`src/rtl/wb_alu_array.sv`:
```
// Wishbone-slave ALU peripheral: eight ops, configurable width and latency, done interrupt.
// Optional feature macro ALU_ACCUM_EN: CTRL[5] ACC chains from RESULT instead of OPA.
module wb_alu_array #(
    parameter int unsigned DATA_W      = 32,
    parameter int unsigned PIPE_STAGES = 2,
    parameter logic [31:0] BASE_ADDR   = 32'h3000_0000
) (
    input  logic              wb_clk_i,
    input  logic              wb_rst_ni,
    input  logic              wbs_cyc_i,
    input  logic              wbs_stb_i,
    input  logic              wbs_we_i,
    input  logic [3:0]        wbs_sel_i,
    input  logic [31:0]       wbs_adr_i,
    input  logic [31:0]       wbs_dat_i,
    output logic [31:0]       wbs_dat_o,
    output logic              wbs_ack_o,
    output logic              irq_o,
    output logic              busy_o,
    output logic [DATA_W-1:0] result_o
);

    typedef enum logic [1:0] {IDLE, RUN, DONE_ST} state_t;

    state_t            state;
    logic [3:0]        cnt;
    logic [2:0]        op;
    logic              irq_en;
    logic              acc;
    logic              done;
    logic              carry;
    logic              wr_err;
    logic [DATA_W-1:0] opa;
    logic [DATA_W-1:0] opb;
    logic [DATA_W-1:0] p_a;
    logic [DATA_W-1:0] p_b;
    logic [2:0]        p_op;

    logic [7:0]        off;
    logic              hit;
    logic              wr;
    logic              wr_ctrl;
    logic              wr_status;
    logic              wr_opa;
    logic              wr_opb;
    logic              start_ok;
    logic              err_set;
    logic              acc_eff;
    logic [31:0]       wmask;
    logic [31:0]       rdata;
    logic [DATA_W-1:0] opa_merged;
    logic [DATA_W-1:0] opb_merged;
    logic [DATA_W-1:0] alu_res;
    logic              alu_carry;
    logic [DATA_W:0]   sum;
    logic [DATA_W:0]   diff;
    logic [31:0]       shamt;

    assign off       = wbs_adr_i[7:0];
    assign hit       = wbs_cyc_i & wbs_stb_i & (wbs_adr_i[31:8] == BASE_ADDR[31:8]);
    // Writes commit while the master still holds the request during the ack cycle.
    assign wr        = wbs_ack_o & wbs_cyc_i & wbs_stb_i & wbs_we_i;
    assign wr_ctrl   = wr & (off == 8'h00);
    assign wr_status = wr & (off == 8'h04);
    assign wr_opa    = wr & (off == 8'h08);
    assign wr_opb    = wr & (off == 8'h0C);
    assign start_ok  = wr_ctrl & wbs_sel_i[0] & wbs_dat_i[0] & ~busy_o;
    assign err_set   = busy_o & ((wr_ctrl & wbs_sel_i[0]) | wr_opa | wr_opb);

`ifdef ALU_ACCUM_EN
    assign acc_eff = wbs_dat_i[5];
`else
    assign acc_eff = 1'b0;
    assign acc     = 1'b0;
`endif

    always_comb begin
        wmask = '0;
        for (int unsigned i = 0; i < 4; i++) begin
            wmask[8*i +: 8] = {8{wbs_sel_i[i]}};
        end
    end

    assign opa_merged = (opa & ~wmask[DATA_W-1:0]) | (wbs_dat_i[DATA_W-1:0] & wmask[DATA_W-1:0]);
    assign opb_merged = (opb & ~wmask[DATA_W-1:0]) | (wbs_dat_i[DATA_W-1:0] & wmask[DATA_W-1:0]);

    always_comb begin
        rdata = '0;
        case (off)
            8'h00:   rdata = {26'b0, acc, irq_en, op, 1'b0};
            8'h04:   rdata = {28'b0, wr_err, carry, done, busy_o};
            8'h08:   rdata = 32'(opa);
            8'h0C:   rdata = 32'(opb);
            8'h10:   rdata = 32'(result_o);
            default: rdata = '0;
        endcase
    end

    always_comb begin
        sum       = {1'b0, p_a} + {1'b0, p_b};
        diff      = {1'b0, p_a} - {1'b0, p_b};
        shamt     = {27'b0, p_b[4:0]};
        alu_res   = '0;
        alu_carry = 1'b0;
        case (p_op)
            3'd0: alu_res = p_a ^ p_b;
            3'd1: alu_res = p_a & p_b;
            3'd2: alu_res = p_a | p_b;
            3'd3: begin
                alu_res   = sum[DATA_W-1:0];
                alu_carry = sum[DATA_W];
            end
            3'd4: begin
                alu_res   = diff[DATA_W-1:0];
                alu_carry = diff[DATA_W];
            end
            3'd5: alu_res = ~(p_a ^ p_b);
            3'd6: alu_res = (shamt >= DATA_W) ? '0 : (p_a << p_b[4:0]);
            3'd7: alu_res = (shamt >= DATA_W) ? '0 : (p_a >> p_b[4:0]);
            default: alu_res = '0;
        endcase
    end

    always_ff @(posedge wb_clk_i or negedge wb_rst_ni) begin
        if (!wb_rst_ni) begin
            state     <= IDLE;
            cnt       <= '0;
            op        <= '0;
            irq_en    <= 1'b0;
            done      <= 1'b0;
            carry     <= 1'b0;
            wr_err    <= 1'b0;
            opa       <= '0;
            opb       <= '0;
            p_a       <= '0;
            p_b       <= '0;
            p_op      <= '0;
            wbs_ack_o <= 1'b0;
            wbs_dat_o <= '0;
            irq_o     <= 1'b0;
            busy_o    <= 1'b0;
            result_o  <= '0;
`ifdef ALU_ACCUM_EN
            acc       <= 1'b0;
`endif
        end else begin
            wbs_ack_o <= hit & ~wbs_ack_o;
            wbs_dat_o <= (hit & ~wbs_ack_o) ? rdata : '0;
            irq_o     <= done & irq_en;

            if (err_set) begin
                wr_err <= 1'b1;
            end else if (wr_status & wbs_sel_i[0] & wbs_dat_i[3]) begin
                wr_err <= 1'b0;
            end

            if (wr_ctrl & wbs_sel_i[0]) begin
                irq_en <= wbs_dat_i[4];
`ifdef ALU_ACCUM_EN
                acc    <= wbs_dat_i[5];
`endif
                if (!busy_o) begin
                    op <= wbs_dat_i[3:1];
                end
            end
            if (wr_opa & ~busy_o) begin
                opa <= opa_merged;
            end
            if (wr_opb & ~busy_o) begin
                opb <= opb_merged;
            end

            // The W1C is overridden below by start (clear) or completion (set).
            if (wr_status & wbs_sel_i[0] & wbs_dat_i[1]) begin
                done <= 1'b0;
            end

            case (state)
                IDLE: begin
                    if (start_ok) begin
                        state  <= RUN;
                        cnt    <= 4'(PIPE_STAGES - 1);
                        busy_o <= 1'b1;
                        done   <= 1'b0;
                        p_a    <= acc_eff ? result_o : opa;
                        p_b    <= opb;
                        p_op   <= wbs_dat_i[3:1];
                    end
                end
                RUN: begin
                    if (cnt == 4'd0) begin
                        state    <= DONE_ST;
                        result_o <= alu_res;
                        carry    <= alu_carry;
                        done     <= 1'b1;
                    end else begin
                        cnt <= cnt - 4'd1;
                    end
                end
                DONE_ST: begin
                    state  <= IDLE;
                    busy_o <= 1'b0;
                end
                default: state <= IDLE;
            endcase
        end
    end

endmodule
```
`config.mk`:
```
export PLATFORM = sky130hd
export DESIGN_NAME = wb_alu_array
export DESIGN_NICKNAME = d
export VERILOG_FILES = /design/src/rtl/wb_alu_array.sv
export SDC_FILE = /design/constraint.sdc
export NUM_CORES = 1
export LEC_CHECK = 0
export BUFFER_PORTS_ARGS = -buffer_cell sky130_fd_sc_hd__clkbuf_2
export CAP_MARGIN = 40
export CELL_PAD_IN_SITES_DETAIL_PLACEMENT = 0
export CELL_PAD_IN_SITES_GLOBAL_PLACEMENT = 1
export CORE_ASPECT_RATIO = 1.25
export CORE_MARGIN = 8
export CORE_UTILIZATION = 25
export CTS_BUF_LIST = sky130_fd_sc_hd__clkbuf_8 sky130_fd_sc_hd__clkbuf_16
export DETAILED_ROUTE_END_ITERATION = 10
export MAX_ROUTING_LAYER = met4
export PLACE_DENSITY = 0.54
export SYNTH_ARGS = -nofsm -noshare
export SYNTH_HDL_FRONTEND = slang
export SYNTH_SLANG_ARGS = --single-unit
```
`constraint.sdc`:
```
create_clock -name wb_clk_i -period 7.84 [get_ports wb_clk_i]
set_input_delay 0 -clock wb_clk_i [delete_from_list [all_inputs] [get_ports wb_clk_i]]
set_output_delay 0 -clock wb_clk_i [all_outputs]
set_load 0.05 [all_outputs]
```
==> results.tsv, run 1 <==
metric	value	unit
status	completed	
grt_overflow	0	
cp-end-kind	flop	
viasPerCell	5.64	
grt_pass1_wl	124000	um
leakage	8.91	nW
skew	0.0158	ns
final_common_cell	nor2_1	
cp.required	8.27	ns
min_period	4.50	ns
start_util	25.1	%
hold_path_class	primary input to flop	
setup_viol	0	
rsz0062_at_grt	false	
drt-wirelength-per-cell	27.4	um
drive_gt1_share	16.8	%
max_cap_viol_count	0	
clock-sinks	211	
antenna_found_initial	3	
grt_max_degree	99	
clkPwrFrac	49.1	%
post_cts_resized	0	
clockBufferDepth	3	
place_hpwl	65100	um
crit_buf_inv	2	
netlist_area	17300	um2
fin_crit_sh	57.4	%
avgSynthCellArea	8.28	um2
swShare	23.8	%
die-area	77900	um2
first_pass_iters	6	
synthArstFlopShare	100	%
io_buffers	139	
critical_path.max_stage_delay	0.66	ns
routabilityCongestion	0.961	
critical-path-slowest-cell	dfrtp_2	
r2r_cells	12	
cp_max_fo	25	
synth-main-ff-cell	dfrtp_1	
synth_nets	2267	
yosysSeqAreaShare	30.5	%
ys_types	90	
io_pins	140	
cts_made_buffers	24	
hold_start	wbs_adr_i[3]	
htreeDepth	1	
arrival	4.93	ns
hold_depth	5	
worstSetupPathType	flop to flop	
totalWireLength	85000	um
worst_slack	3.34	ns
internal-power	1.75	mW
ant_nets	0	
tns	0	ns
final_cell_mix	nor2_1, o21ai_0, dfrtp_1	
drcViolationCount	0	
fin_nets	2387	
ir_drop	0.120	mV
timing.slew.headroom	41.7	%
pwr-share-comb	3.4	%
cp_top_family	compound AO/OA/AOI/OAI gates	
cts_tree	done	
power_frac_seq	47.5	%
place_ws	3.42	ns
num_rows	108	
timing.final.hold_violations	0	
ys_ff_latch	211	
powerDensity	115	nW/um2
worstHoldEndpoint	wbs_dat_o[2]	
max_freq	222	MHz
die_x	251	um
r2r-start	p_b[2]	
cts_root_buf	clkbuf_16	
coreArea	68900	um2
synth_edf_count	0	
worstPathCellList	clkinv_1, ha_1, inv_1, o221ai_1, a211oi_2, o311ai_1, a21oi_2, a211oi_2, o21a_1, o21bai_1, mux2i_1, o21ai_1	
tightest_slew	0.872	ns
r2r_end	result_o[31]	
grt_use_total	21.8	%
regToRegSetupSlack	3.34	ns
first_iter_violations	1561	
start_kind	flop	
crit_top_cell	a211oi_2	
synthCells	2089	
switchingPower	546	uW
area_growth	15.6	%
worstSkewPairLatency	0.56	ns
first_global_vias	17499	
die_h	310	um
final_max_slew_viol_count	0	
fillers	7478	
vias	17520	
ys_warn_count	0	
clk_pin_slew	0.06	ns
-- Yosys cell counts, types with 15 or more instances --
master    count  area (um2)
nor2_1      268        1010
dfrtp_1     211        5280
o21ai_0     208        1040
nand2_1     206         773
a21oi_1     168         841
inv_1       106         398
ha_1        104        1300
mux2_2       86         968
mux2i_1      84         841
clkbuf_1     71         267
nor3_1       39         195
o22ai_1      36         225
nand3_1      34         170
buf_2        31         155
o211ai_1     29         218
mux4_2       24         541
a31oi_1      22         138
a221oi_1     21         184
nor2b_1      20         125
a211oi_1     18         135
clkbuf_8     17         234
nor4_1       17         106
buf_1        15        56.3
-- worst register-to-register path: stages, from the launching register on --
cell and delay, ns:
dfrtp_2 0.66, clkinv_1 0.52, ha_1 0.59, inv_1 0.16
o221ai_1 0.33, a211oi_2 0.16, o311ai_1 0.57, a21oi_2 0.20
a211oi_2 0.62, o21a_1 0.24, o21bai_1 0.09, mux2i_1 0.16
o21ai_1 0.09
-- worst max path at each step --
stage                       from      endpoint  slack, ns  depth (start not counted)
final                     p_b[2]  result_o[31]       3.34                         12
after global routing      p_b[2]  result_o[31]       3.20                         12
after CTS                 p_b[2]  result_o[31]       3.41                         12
after detailed placement  p_b[2]  result_o[31]       3.42                         12
after global placement    p_b[2]  result_o[31]       3.40                         12
after floorplan           p_b[2]  result_o[23]       3.91                         16
-- per-stage QoR --
step | power [mW] | utilization [%] | area, um2 | instances | hold slack [ns]
global placement | 1.17 | 27.2 | 18700 | 3015 | 0.117
finish | 2.29 | 29.0 | 20000 | 3104 | 0.00516
detailed placement | 1.17 | 27.3 | 18800 | 3020 | 0.110
floorplan | 1.12 | - | 17300 | 2089 | -0.296
CTS | 2.33 | 29.0 | 20000 | 3102 | 0.00400
global route | 2.37 | 29.0 | 20000 | 3104 | 0.0419
-- per-layer routing --
layer	wire length, um	share of wire, %	track usage [%]
met5	0	0	-
met4	3300	3.9	7.68
met3	5030	5.9	2.65
met2	39800	47	35.6
met1	36900	43	27.9
-- power groups by stage --
stage | registers, mW | clock network (mW) | logic [mW]
floorplan | 1.11 | 0 | 0.0103
global placement | 1.11 | 0 | 0.0616
detailed placement | 1.11 | 0 | 0.0646
CTS | 1.09 | 1.16 | 0.0803
global route | 1.09 | 1.19 | 0.0871
finish | 1.09 | 1.13 | 0.0779
-- what timing repair did --
action	in CTS	in global routing
hold buffers	43	0
endpoints found under the hold margin	171	0
buffers inserted	0	0
-- layout make-up --
class	instances	area (um2)	share of cell area [%]
clock buffers	27	653	3.27
clock inverters	12	91.3	0.457
inverters	110	413	2.06
multi-input cells	1628	10900	54.4
flip-flops and latches	211	5290	26.4
diodes	2	5.00	0.0250
repair buffers	234	1570	7.84
well taps	880	1100	5.51
-- cells by family after synthesis --
| kind of cell | Yosys count | share of synthesized area, % |
|---|---|---|
| DFF | 211 | 30.5 |
| adders and majority gates | 105 | 7.64 |
| and+or+nand+nor | 648 | 16.2 |
| xor gates and xnor gates | 11 | 0.557 |
| AOI/OAI and AO/OA | 669 | 24.6 |
| muxes | 195 | 13.6 |
| buffers and inverters | 250 | 6.78 |
Note: power is estimated with default switching activity, not from simulation.
==> run 2: changes to the inputs <==
- ABC_AREA: unset -> 1
- PLACE_DENSITY: 0.54 -> 0.59
- clock period: 7.84 -> 3.68 ns (I/O delays scaled with it)
==> results.tsv, run 2 <==
metric	value	unit
final_common_cell	nand2_1	
drive_gt1_share	8.41	%
crit_path_end	wbs_dat_o[8]	
ys_top_cells_by_count	nand2_1, inv_1, nand3_1	
first_pass_iters	5	
skew	0.0155	ns
start_kind	primary input	
hold_buffers	49	
cts_root_buf	clkbuf_16	
ir_drop	0.286	mV
timing.final.hold_violations	0	
synth_nets	3116	
yosysTopAreaCell	dfrtp_1	
setup_viol	0	
place_hpwl	70300	um
die-area	81500	um2
cts_setup_buffers	0	
synthCells	2938	
io_buffers	139	
max_cap_viol_count	0	
critical_path.max_stage_delay	0.65	ns
cp_top_family	buffers and inverters	
ys_types	45	
grt_max_degree	98	
area_growth	16.7	%
worstSetupStartpoint	wbs_adr_i[13]	
r2r_cells	16	
die_x	257	um
timing.slew.headroom	43.7	%
drt-wirelength-per-cell	21.8	um
fillers	8242	
fin_nets	3242	
die_h	317	um
status	completed	
tightest_slew	0.844	ns
grt_pass1_wl	131000	um
coreArea	72000	um2
worstPathCellList	dlygate4sd3_1, clkbuf_2, nor4_1, dlygate4sd3_1, nand2_1, dlygate4sd3_1, nor3_1, dlygate4sd3_1, o21ai_4, buf_12, nor2_1	
synth_top_area_share	29.1	%
first_iter_violations	1489	
cp_max_fo	23	
ant_nets	0	
final_cell_mix	nand2_1, inv_1, nand3_1	
drcViolationCount	0	
vias	19893	
clk_pin_slew	0.06	ns
crit_top_cell	dlygate4sd3_1	
grt_use_total	21.6	%
synth-main-ff-cell	dfrtp_1	
final_max_slew_viol_count	0	
max_freq	334	MHz
yosysSeqAreaShare	29.1	%
grt_overflow	0	
r2r-start	p_b[2]	
yosys-top-cells-area	dfrtp_1, nand2_1, nand3_1	
critical-path-slowest-cell	dlygate4sd3_1	
clockBufferDepth	3	
crit_buf_inv	6	
cp.required	4.11	ns
path_depth	11	
worstSetupPathType	primary input to flop	
leakage	10.5	nW
netlist_area	18100	um2
fin_crit_sh	81.3	%
tns	0	ns
antenna_found_initial	2	
viasPerCell	4.93	
ys_warn_count	0	
r2r_end	result_o[30]	
clock-sinks	211	
htreeDepth	1	
cp-end-kind	flop	
post-place-cells	3941	
num_rows	110	
start_util	25.2	%
synthArstFlopShare	100	%
cts_tree	done	
powerDensity	238	nW/um2
ys_ff_latch	211	
regToRegSetupSlack	0.72	ns
worstSkewPairLatency	0.55	ns
arrival	3.42	ns
io_pins	140	
cts_made_buffers	24	
routabilityCongestion	1.00	
totalWireLength	88000	um
post_cts_resized	0	
synth_edf_count	0	
min_period	2.99	ns
yosysMostFrequentCell	nand2_1	
rsz0062_at_grt	false	
avgSynthCellArea	6.17	um2
first_global_vias	19990	
hold_path_class	primary input to flop	
fin_cells	4033	
run 2: changes by cell type after synthesis, moves of 66 or more:
cell     before  now
nand2_1     206  908
nand3_1      34  394
inv_1       106  399
mux2_2       86    0
mux2i_1      84    0
a21oi_1     168  102
run 2: layer usage:
layer | part of all wire, % | GRT usage, %
met4 | 3.9 | 7.81
met2 | 48 | 37.0
met3 | 4.3 | 1.26
met5 | 0 | -
met1 | 43 | 26.9
run 2: final cells by class:
class	instances	area [um2]	share of cell area (%)
Multi-Input combinational cell	2187	10700	50.7
Timing Repair Buffer	233	1620	7.65
Antenna cell	1	2.50	0.0118
Clock buffer	28	667	3.15
Inverter	407	1530	7.22
Clock inverter	14	143	0.674
Sequential cell	211	5280	25.0
Tap cell	952	1190	5.63
run 2: cell families after synthesis:
family          after synthesis  share of synthesized area [%]
simple gates               1671                           38.9
buf+inv                     540                           11.8
compound gates              408                           12.8
flops                       211                           29.1
fa+ha+maj                   105                           7.28
xor+xnor                      3                          0.145
run 2: metrics by stage:
stage          hold slack, ns  worst slack [ns]  area, um2  utilization (%)  power, mW
4_1_cts               0.00627             0.708      21200             29.4       5.10
3_5_place_dp           0.0954             0.777      19900             27.6       2.49
2_1_floorplan          -0.296              1.12      18100                -       2.38
3_3_place_gp            0.103             0.769      19800             27.5       2.49
5_1_grt                0.0587             0.513      21200             29.4       5.19
6_report              0.00861             0.687      21200             29.4       5.03
run 2: worst min-delay path: cells and delay by family:
family,cells,cell delay (ns)
AO/OA/AOI/OAI,1,0.12
buffers and inverters,1,0.09
AND/OR/NAND/NOR,1,0.28
run 2: power breakdown:
| group | total (mW) | internal, mW | switching [mW] | leakage, nW |
|---|---|---|---|---|
| Sequential | 2.32 | 2.32 | 0.000000000753 | 2.61 |
| Clock | 2.56 | 1.49 | 1.06 | 0.421 |
| Combinational | 0.154 | 0.0659 | 0.0880 | 7.43 |
run 2: worst min-delay path by stage:
| stage | from | end | cells past startpoint |
|---|---|---|---|
| floorplan | wb_rst_ni | async pin | 0 |
| global placement | wb_rst_ni | wbs_dat_o[11] | 1 |
| detailed placement | wb_rst_ni | wbs_dat_o[11] | 1 |
| CTS | wbs_sel_i[3] | flop | 3 |
| global route | wbs_sel_i[3] | flop | 3 |
| finish | wbs_sel_i[3] | flop | 3 |
